## src/rtl/cache_mem_bridge_if.sv

```systemverilog
// Buses around cache_mem_bridge: the cache-side rd/wr/ret bus and the SRAM-like memory bus.
// On each bus the master drives the request and the slave drives the ready/response.

interface cache_bus_if #(
  parameter int LINE_WORDS = 4
);
  logic                     rd_req;
  logic [2:0]               rd_type;
  logic [31:0]              rd_addr;
  logic                     rd_rdy;
  logic                     ret_valid;
  logic                     ret_last;
  logic [31:0]              ret_data;
  logic                     wr_req;
  logic [2:0]               wr_type;
  logic [31:0]              wr_addr;
  logic [3:0]               wr_wstrb;
  logic [LINE_WORDS*32-1:0] wr_data;
  logic                     wr_rdy;

  modport master (
    output rd_req, rd_type, rd_addr,
    output wr_req, wr_type, wr_addr, wr_wstrb, wr_data,
    input  rd_rdy, ret_valid, ret_last, ret_data, wr_rdy
  );

  modport slave (
    input  rd_req, rd_type, rd_addr,
    input  wr_req, wr_type, wr_addr, wr_wstrb, wr_data,
    output rd_rdy, ret_valid, ret_last, ret_data, wr_rdy
  );
endinterface

interface mem_bus_if;
  logic        mem_req;
  logic        mem_wr;
  logic [1:0]  mem_size;
  logic [31:0] mem_addr;
  logic [3:0]  mem_wstrb;
  logic [31:0] mem_wdata;
  logic        mem_addr_ok;
  logic        mem_data_ok;
  logic [31:0] mem_rdata;

  modport master (
    output mem_req, mem_wr, mem_size, mem_addr, mem_wstrb, mem_wdata,
    input  mem_addr_ok, mem_data_ok, mem_rdata
  );

  modport slave (
    input  mem_req, mem_wr, mem_size, mem_addr, mem_wstrb, mem_wdata,
    output mem_addr_ok, mem_data_ok, mem_rdata
  );
endinterface

```

## src/rtl/cache_mem_bridge.sv

```systemverilog
// Bridge between one cache's refill/write-back port and an SRAM-like single-beat memory bus.
// One request in flight at a time; writes are captured whole, then drained beat by beat.
//
// state | meaning
// IDLE  | ready for a new request; writes take priority over reads
// WRITE | draining the captured write, one beat per addr_ok
// READ  | issuing read beats, returning each word on data_ok

module cache_mem_bridge #(
  parameter int LINE_WORDS = 4
) (
  input  logic       clk,
  input  logic       reset,
  cache_bus_if.slave cache,
  mem_bus_if.master  mem
);

  localparam int              CW         = $clog2(LINE_WORDS) + 1;
  localparam int              IW         = (LINE_WORDS > 1) ? $clog2(LINE_WORDS) : 1;
  localparam logic [2:0]      TYPE_LINE  = 3'b100;
  localparam logic [CW-1:0]   LINE_BEATS = CW'(LINE_WORDS);
  localparam logic [31:0]     LINE_MASK  = ~(32'(LINE_WORDS * 4) - 32'd1);

  typedef enum logic [1:0] {
    IDLE  = 2'd0,
    WRITE = 2'd1,
    READ  = 2'd2
  } state_t;

  state_t        state;
  logic [CW-1:0] issued;
  logic [CW-1:0] done;
  logic [31:0]   addr_q;
  logic [2:0]    type_q;
  logic [3:0]    wstrb_q;
  logic [31:0]   line_q [LINE_WORDS];

  logic          is_line;
  logic          active;
  logic          issue;
  logic          last_resp;
  logic [CW-1:0] beats;
  logic [IW-1:0] beat_idx;
  logic [31:0]   line_base;

  assign is_line   = (type_q == TYPE_LINE);
  assign beats     = is_line ? LINE_BEATS : CW'(1);
  assign active    = (state == WRITE) || (state == READ);
  assign beat_idx  = issued[IW-1:0];
  assign line_base = addr_q & LINE_MASK;

  // All memory-side request fields come from registers only, so they cannot move while addr_ok is low.
  assign mem.mem_req   = active && (issued < beats);
  assign mem.mem_wr    = (state == WRITE);
  assign mem.mem_size  = is_line ? 2'd2 : type_q[1:0];
  assign mem.mem_addr  = is_line ? (line_base + (32'(issued) << 2)) : addr_q;
  assign mem.mem_wstrb = is_line ? 4'hf : wstrb_q;
  assign mem.mem_wdata = line_q[beat_idx];

  assign issue     = mem.mem_req && mem.mem_addr_ok;
  assign last_resp = mem.mem_data_ok && (done == beats - CW'(1));

  assign cache.wr_rdy    = !reset && (state == IDLE);
  assign cache.rd_rdy    = !reset && (state == IDLE) && !cache.wr_req;
  assign cache.ret_valid = (state == READ) && mem.mem_data_ok;
  assign cache.ret_last  = cache.ret_valid && (done == beats - CW'(1));
  assign cache.ret_data  = mem.mem_rdata;

  always_ff @(posedge clk or posedge reset) begin
    if (reset) begin
      state   <= IDLE;
      issued  <= '0;
      done    <= '0;
      addr_q  <= '0;
      type_q  <= '0;
      wstrb_q <= '0;
      for (int i = 0; i < LINE_WORDS; i++) begin
        line_q[i] <= '0;
      end
    end else begin
      case (state)
        IDLE: begin
          issued <= '0;
          done   <= '0;
          if (cache.wr_req) begin
            addr_q  <= cache.wr_addr;
            type_q  <= cache.wr_type;
            wstrb_q <= cache.wr_wstrb;
            for (int i = 0; i < LINE_WORDS; i++) begin
              line_q[i] <= cache.wr_data[i*32 +: 32];
            end
            state <= WRITE;
          end else if (cache.rd_req) begin
            addr_q  <= cache.rd_addr;
            type_q  <= cache.rd_type;
            wstrb_q <= 4'h0;
            state   <= READ;
          end
        end
        WRITE, READ: begin
          if (issue) begin
            issued <= issued + CW'(1);
          end
          // The final response ends the transaction; stray responses after that land in IDLE.
          if (last_resp) begin
            state  <= IDLE;
            issued <= '0;
            done   <= '0;
          end else if (mem.mem_data_ok) begin
            done <= done + CW'(1);
          end
        end
        default: begin
          state  <= IDLE;
          issued <= '0;
          done   <= '0;
        end
      endcase
    end
  end

endmodule

```

## src/flat_wrapper.sv

```systemverilog
// flat-port wrapper written by rule: the top's interface ports become plain ports
module cache_mem_bridge_flat 
#(
  parameter int LINE_WORDS = 4
)
  (clk, reset, cache_rd_req, cache_rd_type, cache_rd_addr, cache_wr_req, cache_wr_type, cache_wr_addr, cache_wr_wstrb, cache_wr_data, cache_rd_rdy, cache_ret_valid, cache_ret_last, cache_ret_data, cache_wr_rdy, mem_mem_req, mem_mem_wr, mem_mem_size, mem_mem_addr, mem_mem_wstrb, mem_mem_wdata, mem_mem_addr_ok, mem_mem_data_ok, mem_mem_rdata);
  cache_bus_if #(.LINE_WORDS(LINE_WORDS)) cache_i ();
  mem_bus_if mem_i ();
  input  logic clk;
  input  logic reset;
  input wire logic [$bits(cache_i.rd_req)-1:0] cache_rd_req;
  input wire logic [$bits(cache_i.rd_type)-1:0] cache_rd_type;
  input wire logic [$bits(cache_i.rd_addr)-1:0] cache_rd_addr;
  input wire logic [$bits(cache_i.wr_req)-1:0] cache_wr_req;
  input wire logic [$bits(cache_i.wr_type)-1:0] cache_wr_type;
  input wire logic [$bits(cache_i.wr_addr)-1:0] cache_wr_addr;
  input wire logic [$bits(cache_i.wr_wstrb)-1:0] cache_wr_wstrb;
  input wire logic [$bits(cache_i.wr_data)-1:0] cache_wr_data;
  output wire logic [$bits(cache_i.rd_rdy)-1:0] cache_rd_rdy;
  output wire logic [$bits(cache_i.ret_valid)-1:0] cache_ret_valid;
  output wire logic [$bits(cache_i.ret_last)-1:0] cache_ret_last;
  output wire logic [$bits(cache_i.ret_data)-1:0] cache_ret_data;
  output wire logic [$bits(cache_i.wr_rdy)-1:0] cache_wr_rdy;
  output wire logic [$bits(mem_i.mem_req)-1:0] mem_mem_req;
  output wire logic [$bits(mem_i.mem_wr)-1:0] mem_mem_wr;
  output wire logic [$bits(mem_i.mem_size)-1:0] mem_mem_size;
  output wire logic [$bits(mem_i.mem_addr)-1:0] mem_mem_addr;
  output wire logic [$bits(mem_i.mem_wstrb)-1:0] mem_mem_wstrb;
  output wire logic [$bits(mem_i.mem_wdata)-1:0] mem_mem_wdata;
  input wire logic [$bits(mem_i.mem_addr_ok)-1:0] mem_mem_addr_ok;
  input wire logic [$bits(mem_i.mem_data_ok)-1:0] mem_mem_data_ok;
  input wire logic [$bits(mem_i.mem_rdata)-1:0] mem_mem_rdata;
  assign cache_i.rd_req = cache_rd_req;
  assign cache_i.rd_type = cache_rd_type;
  assign cache_i.rd_addr = cache_rd_addr;
  assign cache_i.wr_req = cache_wr_req;
  assign cache_i.wr_type = cache_wr_type;
  assign cache_i.wr_addr = cache_wr_addr;
  assign cache_i.wr_wstrb = cache_wr_wstrb;
  assign cache_i.wr_data = cache_wr_data;
  assign cache_rd_rdy = cache_i.rd_rdy;
  assign cache_ret_valid = cache_i.ret_valid;
  assign cache_ret_last = cache_i.ret_last;
  assign cache_ret_data = cache_i.ret_data;
  assign cache_wr_rdy = cache_i.wr_rdy;
  assign mem_mem_req = mem_i.mem_req;
  assign mem_mem_wr = mem_i.mem_wr;
  assign mem_mem_size = mem_i.mem_size;
  assign mem_mem_addr = mem_i.mem_addr;
  assign mem_mem_wstrb = mem_i.mem_wstrb;
  assign mem_mem_wdata = mem_i.mem_wdata;
  assign mem_i.mem_addr_ok = mem_mem_addr_ok;
  assign mem_i.mem_data_ok = mem_mem_data_ok;
  assign mem_i.mem_rdata = mem_mem_rdata;
  cache_mem_bridge #(.LINE_WORDS(LINE_WORDS)) u_core (.clk(clk), .reset(reset), .cache(cache_i), .mem(mem_i));
endmodule
```

## config.mk

```make
export PLATFORM = sky130hd
export DESIGN_NAME = cache_mem_bridge_flat
export DESIGN_NICKNAME = d
export VERILOG_FILES = /design/src/rtl/cache_mem_bridge_if.sv /design/src/rtl/cache_mem_bridge.sv /design/src/flat_wrapper.sv
export SDC_FILE = /design/constraint.sdc
export NUM_CORES = 1
export LEC_CHECK = 0
export ABC_CLOCK_PERIOD_IN_PS = 5900
export CAP_MARGIN = 0
export CELL_PAD_IN_SITES_DETAIL_PLACEMENT = 0
export CELL_PAD_IN_SITES_GLOBAL_PLACEMENT = 1
export CORE_MARGIN = 2
export CORE_UTILIZATION = 31
export CTS_CLUSTER_SIZE = 12
export DETAILED_ROUTE_END_ITERATION = 10
export GPL_TIMING_DRIVEN = 0
export PLACE_DENSITY = 0.87
export SYNTH_ARGS = -nofsm -noshare
export SYNTH_HDL_FRONTEND = slang
export SYNTH_SLANG_ARGS = --single-unit
```

## constraint.sdc

```tcl
create_clock -name clk -period 5.9 [get_ports clk]
set_input_delay 1.18 -clock clk [delete_from_list [all_inputs] [get_ports clk]]
set_output_delay 1.18 -clock clk [all_outputs]
set_load 0.05 [all_outputs]
```

==> impl_results.md, run 1 <==
- Clk buf depth: 2
- Num CTS Buffers: 17
- Top_reg_cell synth: dfrtp_1
- Worst Path Required: about 4700 ps
- #FFs+latches synth: approximately 180
- Number of core rows: 61
- RSZ-0062 raised after global routing: false
- Sink Count: around 180
- Critical Path Fanout Max: 10
- Drt pass-1 iters: 4
- Minimum clock period: approximately 4800 ps
- Fin. max-slew vios: 0
- Hold slack: approximately 470 ps
- Clock latency on the worst-skew pair: 430 ps
- Die height: 171 um
- Post-cts resize count: 0
- Antenna violations before repair: 1
- Pin count of the biggest net entering global routing: 35
- Antenna-violating nets left: 0
- Async SR Flop Fraction: 1.00
- Worst vdd ir: 0.280 mV
- H-tree depth: 4
- Gp weighted congestion: 0.779
- Post-synthesis sequential area ratio: 0.505
- Final Hold Viols: 0
- # port buffers: 315
- Initial DRC count: around 270
- Largest cells by area after synthesis: dfrtp_1 50%, mux2_2 17%, mux4_2 8.3%
- Fmax: 209 MHz
- Clock slew at reported path FFs: 70 ps
- EDFF count, synth: 0
- GR Overflow Total: 0
- Vias in the first global route: slightly below 7k
- Pre-CTS worst setup slack: 1530 ps
- Fin Setup TNS: 0 ps
- Final Cell Area: 0.0130 mm2
- Final Routed Wirelength: 25000 um
- Tcrit/Tclk final: 0.809
- Global Route Usage Sum: 0.170
- Worst-Margin Slew: 724 ps
- First-pass GRT wire length: 37600 um
- Max Cap Violations: 0
- Outcome: finished, final reports clean
- Area delta synth->final: 49.8%
- Pwr dens: 534 mW/mm2
- CP Capture Type: primary output
- Core area: 0.0277 mm2
- Setup ws final: about 1100 ps
- Critical Path AT: 3590 ps
- Post-CTS Hold Buffers: 0
- Die area: 0.0293 mm2
- R2R setup slack: just over 3000 ps
- IO Pins: 348
- Slew headroom: 0.517
- Layout cells sized above 1: 0.267
- Via count: 6491
- Syn_nets: 905
- Cells after Synth: about 660
- Crit Path Category: flop to primary output
- Setup bufs post-CTS: 0
- Post-synth top area share: 0.505
- Via density: 4.68
- Synthesis Warnings: 0
- # DRC: 0
- Clock Skew: 12.8 ps
- Synth Cell Area: around 0.0087 mm2
- WL/cell: ~18 um
- Power, Total: 6.94 mW
- Die width: around 170 um
- Largest area contributor in the netlist: dfrtp_1
- CTS tree: built
- Initial core utilization: 0.313
- Final setup fails: 0
- Clk root buf: clkbuf_16
- Worst Setup Start Kind: flop
- P_leak: 5.33 nW
- Post-DP Area: between 0.01 and 0.015 mm2
- Nets@finish: approximately 1.2k
- Hpwl dp: 19300 um
- Post-synth cell types: 45
- Mean Syn Cell Area: roughly 13 um2
- Worst hold path type: flop to flop
==> routing by layer <==
metal,vias up,global-route usage,wire [um]
met3,25,0.0492,1650
met4,0,0.0586,448
met1,3272,0.208,10200
li1,3005,-,-
met5,-,0,0
met2,189,0.288,12700
==> synth_stat cells, types with 2 or more instances <==
cell / n
a21oi_1: 4
a22o_1: 4
and2_1: 6
and3_1: 4
and3_2: 2
and4_1: 3
buf_2: 23
buf_4: 32
buf_6: 2
clkbuf_1: 14
dfrtp_1: 175
ha_1: 8
inv_1: 8
mux2_2: 132
mux2i_1: 36
mux4_2: 32
nand2_1: 49
nand2b_1: 2
nand3_1: 8
nand4_1: 10
nor2_1: 6
nor2b_1: 6
o21ai_0: 37
o31ai_1: 2
or2_2: 5
or3_1: 2
xnor2_1: 23
xor2_1: 5
==> area by class of cell <==
type | count | area, um2
sequential | 175 | 4380
clock buffer | 19 | 443
fill | 2537 | 14700
clock inverter | 13 | 149
buffer | 72 | 434
inverter | 8 | 33.8
multi-input combinational | 402 | 3830
timing repair buffer | 320 | 3250
antenna | 1 | 2.50
tap | 378 | 473
==> cell families (layout without fill, tap and decap cells) <==
logic type	Yosys count	count (layout)	synth area share
adder cells (fa/ha/maj)	8	8	0.0115
flip-flops	175	175	0.505
XOR/XNOR	28	28	0.0283
other	0	1	0
multiplexers	200	200	0.296
AND/OR/NAND/NOR	112	112	0.0705
AO/OA/AOI/OAI	54	54	0.0356
buffers and inverters	80	432	0.0535
==> sequential cells by signal, indices dropped and copies added (netlist names) <==
name and flops:
u_core.issued 3, u_core.addr_q 32, u_core.done 3, u_core.line_q 128, u_core.type_q 3, u_core.wstrb_q 4, u_core.state 2
==> final timing paths <==
| kind | cells past startpoint | start | endpoint |
|---|---|---|---|
| max in group asynchronous | 5 | reset | u_core.line_q[35] |
| worst min-delay path | 2 | u_core.addr_q[1] | u_core.addr_q[1] |
| worst max register to register | 8 | u_core.type_q[0] | u_core.issued[0] |
| worst max-delay path | 8 | u_core.type_q[0] | mem_mem_req |
| worst min register to register | 2 | u_core.addr_q[1] | u_core.addr_q[1] |
| min in group asynchronous | 2 | reset | u_core.done[1] |
==> critical path: stages (launching register included) <==
cell and delay, ps:
dfrtp_1 410, nor3b_2 460, buf_6 230, clkbuf_1 510, inv_1 100, ha_1 330
o31a_1 160, nor2_1 140, clkdlybuf4s50_1 830
==> layout by cell type, fill, tap and decap left out, types with 10 or more instances in the layout <==
cell and count:
clkdlybuf4s50_1 315, dfrtp_1 175, mux2_2 132, nand2_1 49
o21ai_0 37, mux2i_1 36, mux4_2 32, buf_4 32
buf_2 23, xnor2_1 23, clkbuf_16 17, clkbuf_1 15
nand4_1 10
==> power by group <==
group	internal [mW]	switching [mW]	total, mW
clock network	0.613	0.528	1.14
logic	1.58	2.06	3.64
registers	1.80	0.369	2.17
total	3.99	2.96	6.94
==> stage by stage <==
| stage | instances | utilization |
|---|---|---|
| finish | 1388 | 0.469 |
| global route | 1388 | 0.469 |
| CTS | 1387 | 0.469 |
| detailed placement | 1355 | 0.448 |
| global placement | 1350 | 0.444 |
| floorplan | 657 | - |
Note: power is estimated with default switching activity, not from simulation.
==> inputs of run 2 (changes only) <==
- ABC_CLOCK_PERIOD_IN_PS: 5900 -> 4890
- CORE_UTILIZATION: 31 -> 34
- PLACE_DENSITY: 0.87 -> 0.9
- clock period: 5.9 -> 4.89 ns (I/O delays scaled with it)
==> run 2 against run 1 <==
First-iteration DRC count decreased by 20%. Critical endpoint unchanged. Setup slack got worse by 770 ps. Via count increased by 0.26%. Clock-buffer cell count decreased by 1. Critical path depth unchanged. Sequential power increased by 21%. Utilization increased by 4.5 points. Power increased by 21%. Final cell count decreased by 3.5%.
==> impl_results.md, run 2 (synthesis gave the netlist of run 1 again) <==
- Finished Layout Cells: 1339 (-3.5%)
- Ant diodes: 0 (-1)
- Worst Hold Depth: 2 (unchanged)
- Worst Path Required: 3910 ps (-810 ps)
- Number of core rows: 58 (-4.9%)
- # DRC: 0 (unchanged)
- Fin Setup TNS: 0 ps (unchanged)
- Initial core utilization: 0.346 (+0.0324)
- Layout Utilization: 0.515 (+0.0452)
- Most common cell after layout, fill and taps aside: clkdlybuf4s50_1
- P_leak: 5.32 nW (about the same)
- Reg area: 0.00438 mm2 (unchanged)
- Worst hold path type: flop to flop
- Via count: 6508 (+0.26%)
- RR Startpoint: u_core.type_q[0]
- Hpwl dp: 19500 um (+0.82%)
- Layout filler cell count: 2210 (-13%)
- Antenna violations before repair: 0 (-1)
- Critical Path AT: 3560 ps (-30 ps)
- Fin. max-slew vios: 0 (unchanged)
- Worst-Margin Slew: 755 ps (+31.1 ps)
- Max Cap Violations: 0 (unchanged)
- Pwr dens: 648 mW/mm2 (+21%)
- Initial DRC count: 214 (-20%)
- Gp weighted congestion: 0.801 (+2.9%)
- Drt pass-1 iters: 4 (unchanged)
- Most frequent cells in the layout: 315 x clkdlybuf4s50_1, 175 x dfrtp_1, 132 x mux2_2, 49 x nand2_1, 37 x o21ai_0
- Tcrit/Tclk final: 0.927
- CP Capture Type: primary output
- Max reg flops: 128 (unchanged)
- Post-cts resize count: 0 (unchanged)
- Vias in the first global route: 6848 (+0.50%)
- Clock slew at reported path FFs: 70 ps (about the same)
- Fmax: 221 MHz
- Area delta synth->final: 48.9%
- Multi-input gate area: 0.00383 mm2 (unchanged)
- RSZ-0062 raised after global routing: false
- Global Route Usage Sum: 0.191 (+0.0208)
- Clock Skew: 13.3 ps (+0.491 ps)
- Nets@finish: 1244 (unchanged)
- Clk root buf: clkbuf_16
- Antenna-violating nets left: 0 (unchanged)
- Die width: 164 um (-4.4%)
- Worst Reg-to-Reg Cells: 8 (unchanged)
- Clk buf depth: 2 (unchanged)
- Hold EP: u_core.type_q[2]
- Pin count of the biggest net entering global routing: 42 (+20%)
- Via density: 4.86 (+3.9%)
- Die height: 164 um (-4.4%)
- IO Pins: 348 (unchanged)
- Crit Path Category: flop to primary output
- Minimum clock period: 4530 ps
- GR Overflow Total: 0 (unchanged)
- Critical Path Fanout Max: 10 (unchanged)
- Top reg by flops: u_core.line_q
- Post-CTS Hold Buffers: 0 (unchanged)
- HP Start: u_core.type_q[2]
- WL/cell: 18.9 um (+4.8%)
- Outcome: finished, final reports clean
- Final Routed Wirelength: 25300 um (+1.1%)
- Setup bufs post-CTS: 0 (unchanged)
- Layout cells sized above 1: 0.267 (unchanged)
- Sink Count: 175 (unchanged)
- Worst R2R End: u_core.issued[0]
- Worst vdd ir: 0.339 mV (+21%)
- First-pass GRT wire length: 39100 um (+3.8%)
- # port buffers: 315 (unchanged)
- Die area: 0.0268 mm2 (-8.6%)
- Power, Total: 8.37 mW (+21%)
- Core area: 0.0251 mm2 (-9.4%)
- Slew headroom: 0.496 (-0.0207)
- CTS tree: built
- Clock latency on the worst-skew pair: 420 ps (about the same)
- Final Hold Viols: 0 (unchanged)
- Final setup fails: 0 (unchanged)
- Worst Setup Start Kind: flop
- Biggest regs: u_core.line_q (128), u_core.addr_q (32), u_core.wstrb_q (4)
- Num CTS Buffers: 17 (unchanged)
- Inst Count DP: 1307 (-3.5%)
- R2R setup slack: 2110 ps (-930 ps)
- H-tree depth: 4 (unchanged)
-- run 2: layout make-up --
| type | instances | area share |
|---|---|---|
| Buffer | 72 | 0.0336 |
| Clock buffer | 18 | 0.0332 |
| Timing Repair Buffer | 320 | 0.252 |
| Sequential cell | 175 | 0.339 |
| Tap cell | 330 | 0.0320 |
| Clock inverter | 14 | 0.0110 |
| Multi-Input combinational cell | 402 | 0.297 |
| Inverter | 8 | 0.00262 |
-- run 2: how the worst max path moves through the flow --
stage	startpoint	to	slack (ps)
floorplan	reset	cache_rd_rdy	1410
global placement	reset	u_core.line_q[76]	110
detailed placement	u_core.type_q[0]	mem_mem_req	710
CTS	u_core.type_q[0]	mem_mem_req	230
global route	u_core.type_q[0]	mem_mem_req	60
finish	u_core.type_q[0]	mem_mem_req	360
-- run 2: routing by layer --
metal  global-route usage  part of all wire  up-vias
li1                     -                 -     3014
met5                    0                 0        -
met2                0.319              0.50      175
met4               0.0522             0.016        0
met1                0.250              0.43     3298
met3               0.0449             0.060       21
-- run 2: report_power, final --
part	total [mW]	leakage, nW	switching, mW	internal [mW]
clock	1.34	0.276	0.662	0.683
combinational	4.39	2.95	2.49	1.90
sequential	2.63	2.09	0.465	2.17
-- run 2: worst max-delay path, cell delays in order, from the launching register on --
cell,delay (ps)
dfrtp_1,410
nor3b_2,440
buf_6,230
clkbuf_1,500
inv_1,100
ha_1,330
o31a_1,150
nor2_1,150
clkdlybuf4s50_1,840
-- run 2: through the flow --
step | hold slack, ps | cell area [um2] | worst slack, ps
finish | 476 | 12900 | 356
global route | 493 | 12900 | 63.3
CTS | 482 | 12900 | 229
detailed placement | 466 | 12300 | 707
global placement | 455 | 12200 | 114
floorplan | 440 | 8680 | 1410
